$ cat config.mk
export PLATFORM = sky130hd
export DESIGN_NAME = shift_unit_flat
export DESIGN_NICKNAME = d
export VERILOG_FILES = /design/src/rtl/shift_unit_if.sv /design/src/rtl/shift_unit.sv /design/src/flat_wrapper.sv
export SDC_FILE = /design/constraint.sdc
export NUM_CORES = 1
export LEC_CHECK = 0
export ABC_AREA = 1
export ABC_CLOCK_PERIOD_IN_PS = 3750
export BUFFER_PORTS_ARGS = -buffer_cell sky130_fd_sc_hd__buf_2
export CAP_MARGIN = 20
export CORE_ASPECT_RATIO = 0.6
export CORE_MARGIN = 2
export CORE_UTILIZATION = 60
export CTS_CLUSTER_DIAMETER = 200
export DETAILED_ROUTE_END_ITERATION = 16
export PLACE_DENSITY = 0.8
export SLEW_MARGIN = 20
export SYNTH_ARGS = -nofsm -noshare
export SYNTH_HDL_FRONTEND = slang
export SYNTH_SLANG_ARGS = --single-unit
export TNS_END_PERCENT = 100
$ cat constraint.sdc
create_clock -name clk -period 3.75 [get_ports clk]
set_input_delay 0.375 -clock clk [delete_from_list [all_inputs] [get_ports clk]]
set_output_delay 0.375 -clock clk [all_outputs]
set_load 0.01 [all_outputs]
$ cat src/rtl/shift_unit_if.sv
// Operation/result bundle for shift_unit.
// Handshake: a transfer happens on a rising clk edge where valid && ready are
// both high. The producer holds its payload stable while valid && !ready, and
// it never drops valid before the transfer. Ready may depend on the
// consumer's own ready.
interface shift_unit_if #(
  parameter int WIDTH = 16
);
  logic             in_valid;
  logic             in_ready;
  logic [2:0]       in_op;
  logic [WIDTH-1:0] in_n;
  logic [WIDTH-1:0] in_value;
  logic             out_valid;
  logic             out_ready;
  logic [WIDTH-1:0] out_result;
  logic             out_carry;
  logic             out_zero;
  logic             out_err;

  modport master (
    output in_valid, in_op, in_n, in_value, out_ready,
    input  in_ready, out_valid, out_result, out_carry, out_zero, out_err
  );

  modport slave (
    input  in_valid, in_op, in_n, in_value, out_ready,
    output in_ready, out_valid, out_result, out_carry, out_zero, out_err
  );
endinterface

$ cat src/rtl/shift_unit.sv
// Two-stage shift/rotate unit.
// S1 registers the operand after applying the upper half of the amount bits.
// S2 applies the lower half, then registers the result and flags.
// Logical and arithmetic shifts carry one extra bit beside the operand. That
// bit catches the last bit shifted out, so the carry survives the split shift.
// SHL uses the layout {carry, value}. SHR and SRA use {value, carry}.
module shift_unit #(
  parameter int WIDTH = 16
) (
  input logic         clk,
  input logic         rst_n,
  shift_unit_if.slave bus
);
  localparam int SH_W = $clog2(WIDTH);
  localparam int LO_W = SH_W / 2;
  localparam logic [WIDTH-1:0] W_VAL = WIDTH'(WIDTH);

  localparam logic [2:0] OP_ROR = 3'b000;
  localparam logic [2:0] OP_ROL = 3'b001;
  localparam logic [2:0] OP_SHL = 3'b010;
  localparam logic [2:0] OP_SHR = 3'b011;
  localparam logic [2:0] OP_SRA = 3'b100;

  logic             s1_valid_q;
  logic [2:0]       s1_op_q;
  logic [WIDTH:0]   s1_ext_q, s1_ext_d;
  logic [LO_W-1:0]  s1_lo_q, s1_lo_d;
  logic             s1_rzero_q, s1_rzero_d;

  logic             out_valid_q;
  logic [WIDTH-1:0] result_q, result_d;
  logic             carry_q, carry_d;
  logic             zero_q, zero_d;
  logic             err_q, err_d;

  logic [SH_W-1:0]    amt;
  logic [SH_W-1:0]    hi_amt;
  logic               sat_eq, sat_gt;
  logic [2*WIDTH-1:0] dbl1, dbl2;
  logic [WIDTH:0]     sh_t;
  logic               s2_take;
  logic               in_ready_w;

  // S2 takes a new entry when it is empty or its result leaves this cycle.
  assign s2_take    = !out_valid_q || bus.out_ready;
  assign in_ready_w = rst_n && (!s1_valid_q || s2_take);

  assign bus.in_ready   = in_ready_w;
  assign bus.out_valid  = out_valid_q;
  assign bus.out_result = result_q;
  assign bus.out_carry  = carry_q;
  assign bus.out_zero   = zero_q;
  assign bus.out_err    = err_q;

  // S1 datapath: saturate long shifts and apply the upper amount bits.
  always_comb begin
    amt        = bus.in_n[SH_W-1:0];
    hi_amt     = {amt[SH_W-1:LO_W], {LO_W{1'b0}}};
    sat_eq     = (bus.in_n == W_VAL);
    sat_gt     = (bus.in_n > W_VAL);
    dbl1       = {bus.in_value, bus.in_value};
    s1_ext_d   = {1'b0, bus.in_value};
    s1_lo_d    = amt[LO_W-1:0];
    s1_rzero_d = (amt == '0);
    case (bus.in_op)
      OP_ROR: begin
        dbl1     = {bus.in_value, bus.in_value} >> hi_amt;
        s1_ext_d = {1'b0, dbl1[WIDTH-1:0]};
      end
      OP_ROL: begin
        dbl1     = {bus.in_value, bus.in_value} << hi_amt;
        s1_ext_d = {1'b0, dbl1[2*WIDTH-1:WIDTH]};
      end
      OP_SHL: begin
        if (sat_gt) begin
          s1_ext_d = '0;
          s1_lo_d  = '0;
        end else if (sat_eq) begin
          s1_ext_d = {bus.in_value[0], {WIDTH{1'b0}}};
          s1_lo_d  = '0;
        end else begin
          s1_ext_d = {1'b0, bus.in_value} << hi_amt;
        end
      end
      OP_SHR: begin
        if (sat_gt) begin
          s1_ext_d = '0;
          s1_lo_d  = '0;
        end else if (sat_eq) begin
          s1_ext_d = {{WIDTH{1'b0}}, bus.in_value[WIDTH-1]};
          s1_lo_d  = '0;
        end else begin
          s1_ext_d = {bus.in_value, 1'b0} >> hi_amt;
        end
      end
      OP_SRA: begin
        if (sat_gt || sat_eq) begin
          s1_ext_d = {(WIDTH+1){bus.in_value[WIDTH-1]}};
          s1_lo_d  = '0;
        end else begin
          s1_ext_d = $signed({bus.in_value, 1'b0}) >>> hi_amt;
        end
      end
      default: begin
        s1_lo_d = '0;
      end
    endcase
  end

  // S1 register: load on input transfer, go empty when the entry moves on.
  always_ff @(posedge clk) begin
    if (!rst_n) begin
      s1_valid_q <= 1'b0;
      s1_op_q    <= '0;
      s1_ext_q   <= '0;
      s1_lo_q    <= '0;
      s1_rzero_q <= 1'b0;
    end else if (in_ready_w) begin
      s1_valid_q <= bus.in_valid;
      if (bus.in_valid) begin
        s1_op_q    <= bus.in_op;
        s1_ext_q   <= s1_ext_d;
        s1_lo_q    <= s1_lo_d;
        s1_rzero_q <= s1_rzero_d;
      end
    end
  end

  // S2 datapath: apply the lower amount bits, then extract the result and flags.
  always_comb begin
    dbl2     = {s1_ext_q[WIDTH-1:0], s1_ext_q[WIDTH-1:0]};
    sh_t     = s1_ext_q;
    result_d = s1_ext_q[WIDTH-1:0];
    carry_d  = 1'b0;
    err_d    = 1'b0;
    case (s1_op_q)
      OP_ROR: begin
        dbl2     = {s1_ext_q[WIDTH-1:0], s1_ext_q[WIDTH-1:0]} >> s1_lo_q;
        result_d = dbl2[WIDTH-1:0];
        carry_d  = !s1_rzero_q && dbl2[WIDTH-1];
      end
      OP_ROL: begin
        dbl2     = {s1_ext_q[WIDTH-1:0], s1_ext_q[WIDTH-1:0]} << s1_lo_q;
        result_d = dbl2[2*WIDTH-1:WIDTH];
        carry_d  = !s1_rzero_q && dbl2[WIDTH];
      end
      OP_SHL: begin
        sh_t     = s1_ext_q << s1_lo_q;
        result_d = sh_t[WIDTH-1:0];
        carry_d  = sh_t[WIDTH];
      end
      OP_SHR: begin
        sh_t     = s1_ext_q >> s1_lo_q;
        result_d = sh_t[WIDTH:1];
        carry_d  = sh_t[0];
      end
      OP_SRA: begin
        sh_t     = $signed(s1_ext_q) >>> s1_lo_q;
        result_d = sh_t[WIDTH:1];
        carry_d  = sh_t[0];
      end
      default: begin
        err_d = 1'b1;
      end
    endcase
    zero_d = (result_d == '0);
  end

  // Output register: hold the result while the consumer stalls.
  always_ff @(posedge clk) begin
    if (!rst_n) begin
      out_valid_q <= 1'b0;
      result_q    <= '0;
      carry_q     <= 1'b0;
      zero_q      <= 1'b0;
      err_q       <= 1'b0;
    end else if (s2_take) begin
      out_valid_q <= s1_valid_q;
      if (s1_valid_q) begin
        result_q <= result_d;
        carry_q  <= carry_d;
        zero_q   <= zero_d;
        err_q    <= err_d;
      end
    end
  end
endmodule

$ cat src/flat_wrapper.sv
// flat-port wrapper written by rule: the top's interface ports become plain ports
module shift_unit_flat 
#(
  parameter int WIDTH = 16
)
  (clk, rst_n, bus_in_valid, bus_in_op, bus_in_n, bus_in_value, bus_out_ready, bus_in_ready, bus_out_valid, bus_out_result, bus_out_carry, bus_out_zero, bus_out_err);
  shift_unit_if #(.WIDTH(WIDTH)) bus_i ();
  input logic clk;
  input logic rst_n;
  input wire logic [$bits(bus_i.in_valid)-1:0] bus_in_valid;
  input wire logic [$bits(bus_i.in_op)-1:0] bus_in_op;
  input wire logic [$bits(bus_i.in_n)-1:0] bus_in_n;
  input wire logic [$bits(bus_i.in_value)-1:0] bus_in_value;
  input wire logic [$bits(bus_i.out_ready)-1:0] bus_out_ready;
  output wire logic [$bits(bus_i.in_ready)-1:0] bus_in_ready;
  output wire logic [$bits(bus_i.out_valid)-1:0] bus_out_valid;
  output wire logic [$bits(bus_i.out_result)-1:0] bus_out_result;
  output wire logic [$bits(bus_i.out_carry)-1:0] bus_out_carry;
  output wire logic [$bits(bus_i.out_zero)-1:0] bus_out_zero;
  output wire logic [$bits(bus_i.out_err)-1:0] bus_out_err;
  assign bus_i.in_valid = bus_in_valid;
  assign bus_i.in_op = bus_in_op;
  assign bus_i.in_n = bus_in_n;
  assign bus_i.in_value = bus_in_value;
  assign bus_i.out_ready = bus_out_ready;
  assign bus_in_ready = bus_i.in_ready;
  assign bus_out_valid = bus_i.out_valid;
  assign bus_out_result = bus_i.out_result;
  assign bus_out_carry = bus_i.out_carry;
  assign bus_out_zero = bus_i.out_zero;
  assign bus_out_err = bus_i.out_err;
  shift_unit #(.WIDTH(WIDTH)) u_core (.clk(clk), .rst_n(rst_n), .bus(bus_i));
endmodule
==> results.md <==
* Fmax at 0.408 GHz
* CTS tree: built
* Main synth FF type: dfxtp_1
* Worst VDD drop at about 0.32 mV
* Slew Viols, Final at 0
* EDFF count, synth at 0
* Area Overhead vs Synth at 9.51%
* Hold/Removal Path Class: in2reg
* Final HPWL DP at ~12 mm
* Leak at about 2.2 nW
* Number of max-cap violations at 0
* Tot GR Track Use at 39.0%
* Most used cell, CP: nand3_1
* Placed Cells at approximately 900
* Period utilisation layout at 65.3%
* Core Box Area at slightly below 0.007 mm^2
* Most frequent cells in the layout: nand2_1 (208), nand3_1 (141), nor2_1 (82)
* R2R Path Start: u_core.s1_lo_q[1]
* Status: complete, no violations
* Comb power frac at 28.7%
* Worst path depth at 11
* H-tree depth at 2
* # IOs at 60
* Worst-path maximum fanout at 39
* Layout fillers at between 600 and 700
* Syn Nets at 819
* CP endpoint kind: flop
* Post-CTS Hold Fix Bufs at 0
* Slew @ Worst Pin at 930 ps
* R2R Path End: u_core.bus.out_zero
* Skew final at 5.78 ps
* Global-route wire length before repair at approximately 25 mm
* CTS buffer count at 5
* Ys async rst share at 0%
* Clk Latency, worst-skew pair at approximately 290 ps
* Port Buffers at 59
* Post_cts resized at 0
* Setup CP Type: reg2reg
* Clk root buf: clkbuf_16
* Synth Register Bits at 44
* NetSw at 0.000511 W
* Non-filler cells, final at 899
* Worst slack, placed at 1450 ps
* Fin. Hold Viols at 0
* Die Ht at ~70 um
* Vias per std cell at 6.54
* WP buf/inv at 2
* Warnings, synthesis at 0
* CTS Buffer Depth at 2
* Power share of the clock group at a little over a third
* # clock sinks at 44
* Mapped cell area at 0.00430 mm^2
* Internal Power at 0.000940 W
* Row cnt at 23
* Min Clock Period, post-route at roughly 2500 ps
* # diodes at 0
* Routed length per instance at 17.7 um
* Critical Path Source: u_core.s1_lo_q[1]
* Highest cell delay on the worst timing path at 410 ps
* Highest-delay cell along the critical path: nor2_1
* Final WL at 15.9 mm
* Seq/Total Area, Yosys at 20.5%
* Largest net degree at the start of global routing at 51
* Number of global-route vias before repair at between 4000 and 5000
* Crit-path cells: buf_4 -> inv_2 -> nand2_1 -> o21ai_0 -> nand2_1 -> nand3_1 -> nor2_1 -> nand3_1 -> nor2_1 -> nand3_1 -> a21oi_1
* Via count at 5878
* Layout cell share with drive strength beyond 1 at 11.5%
* Initial antenna violation count at 0
* Post-CTS setup buffers at 0
* Post-layout utilization of the core at just under 70%
* GRT overflow at 0
* GP Congestion at 1.06
* R2r setup slk at 1300 ps
* Biggest area consumer among synthesized cells: dfxtp_1
* Die area at between 0.007 and 0.008 mm^2
* CP delay by family, top: simple AND/OR/NAND/NOR gates
* Switch share at 35.2%
* Required @ worst endpoint at ~4000 ps
* Syn avg cell area at around 5.5 um^2
* Die Wd at between 100 and 150 um
* FF-to-FF path depth at 11
* Worst setup SP type: flop
* Capture point of the critical path: u_core.bus.out_zero
* Gate Count Post-Synth at 780
* Top-area cell type share of the netlist area at 20.5%
* Starting Density at 63.1%
* Reg clk slew, reported paths at 70 ps
* Nets@finish at between 800 and 900
* Drt pass-1 iters at 8
* Unrepaired setup endpoints after global routing: no
* Setup tns final at 0 ps
* Ranking of synthesized cells by area: dfxtp_1 (20%), nand2_1 (18%), nand3_1 (16%)
* Commonest non-fill, non-tap cell in the layout: nand2_1
* ANT nets after route at 0
* Critical Path AT at 2660 ps
* Reg power frac at between 30% and 40%
* Final setup margin at 1300 ps
* DRC viols at 0
* Slew headroom at 37.9%
* # setup viols final at 0
* Detailed router's first-iteration violation count at 1148
* Unique cell type count in the Yosys netlist at 39
* PwrDens at approximately 310 mW/mm^2
## sequential cells by signal, indices dropped and copies added (netlist names)
| name | cells |
|---|---|
| u_core.bus.out_zero | 1 |
| u_core.s1_valid_q | 1 |
| u_core.s1_op_q | 3 |
| u_core.bus.out_carry | 1 |
| u_core.s1_ext_q | 17 |
| u_core.s1_rzero_q | 1 |
| u_core.bus.out_valid | 1 |
| u_core.s1_lo_q | 2 |
| u_core.bus.out_result | 16 |
| u_core.bus.out_err | 1 |
## through the flow
stage | instance area [um^2] | hold slack [ps] | total power, W
global placement | 4540 | 466 | 0.000920
detailed placement | 4540 | 467 | 0.000926
finish | 4710 | 380 | 0.00145
global route | 4710 | 382 | 0.00151
floorplan | 4300 | 454 | 0.000806
CTS | 4710 | 381 | 0.00143
## tightest hold or removal path: stages
cell,delay (ps)
buf_2,70
inv_1,40
nand3_1,80
a21oi_1,60
## layout make-up
cell class                 count  area [um^2]  area share (%)
multi-input combinational    639         3000            63.6
sequential                    44          881            18.7
timing repair buffer          65          340            7.22
inverter                      56          213            4.51
clock buffer                   5          125            2.66
tap                           87          109            2.31
clock inverter                 3         46.3           0.982
## kinds of logic (layout without fill, tap and decap cells)
| kind of cell | count (synthesis) | count (layout) | share of synthesized area, % |
|---|---|---|---|
| and+or+nand+nor | 466 | 466 | 47.0 |
| AOI/OAI and AO/OA | 173 | 173 | 22.7 |
| buffers and inverters | 97 | 129 | 9.91 |
| DFF | 44 | 44 | 20.5 |
## worst min-delay path by stage
stage	startpoint	end	slack, ps	cells after the start
after global placement	u_core.bus.out_zero	u_core.bus.out_zero	470	2
after global routing	bus_in_n[0]	u_core.s1_lo_q[0]	380	3
final	bus_out_ready	u_core.s1_valid_q	380	4
after detailed placement	u_core.bus.out_carry	u_core.bus.out_carry	470	2
after floorplan	u_core.s1_rzero_q	u_core.s1_rzero_q	450	2
after CTS	bus_in_n[0]	u_core.s1_lo_q[0]	380	3
## layer usage
layer	GRT usage, %	share of wire (%)	vias to the layer above
li1	-	-	2724
met1	59.6	43	2568
met2	49.8	36	527
met3	18.2	19	59
met4	5.28	2.0	0
met5	0	0	-
## cells in the mapped netlist (4+ instances only)
library cell,instances
nor3_1,6
nand2_1,208
o211ai_1,15
nand2_2,4
a22oi_1,4
o22ai_1,8
nor2_1,83
o21ai_0,62
nand3_1,141
clkbuf_1,15
inv_1,48
clkinv_1,4
a211oi_1,7
buf_2,15
dfxtp_1,44
or2_2,4
buf_1,4
a21oi_1,64
nand4_1,12
## power by group through the flow
stage	Sequential, W	Combinational, W	Clock [W]
global route	0.000526	0.000457	0.000530
CTS	0.000521	0.000397	0.000510
global placement	0.000530	0.000390	0
finish	0.000524	0.000417	0.000510
detailed placement	0.000531	0.000395	0
floorplan	0.000531	0.000275	0
Power figures use the tool's default switching activity.
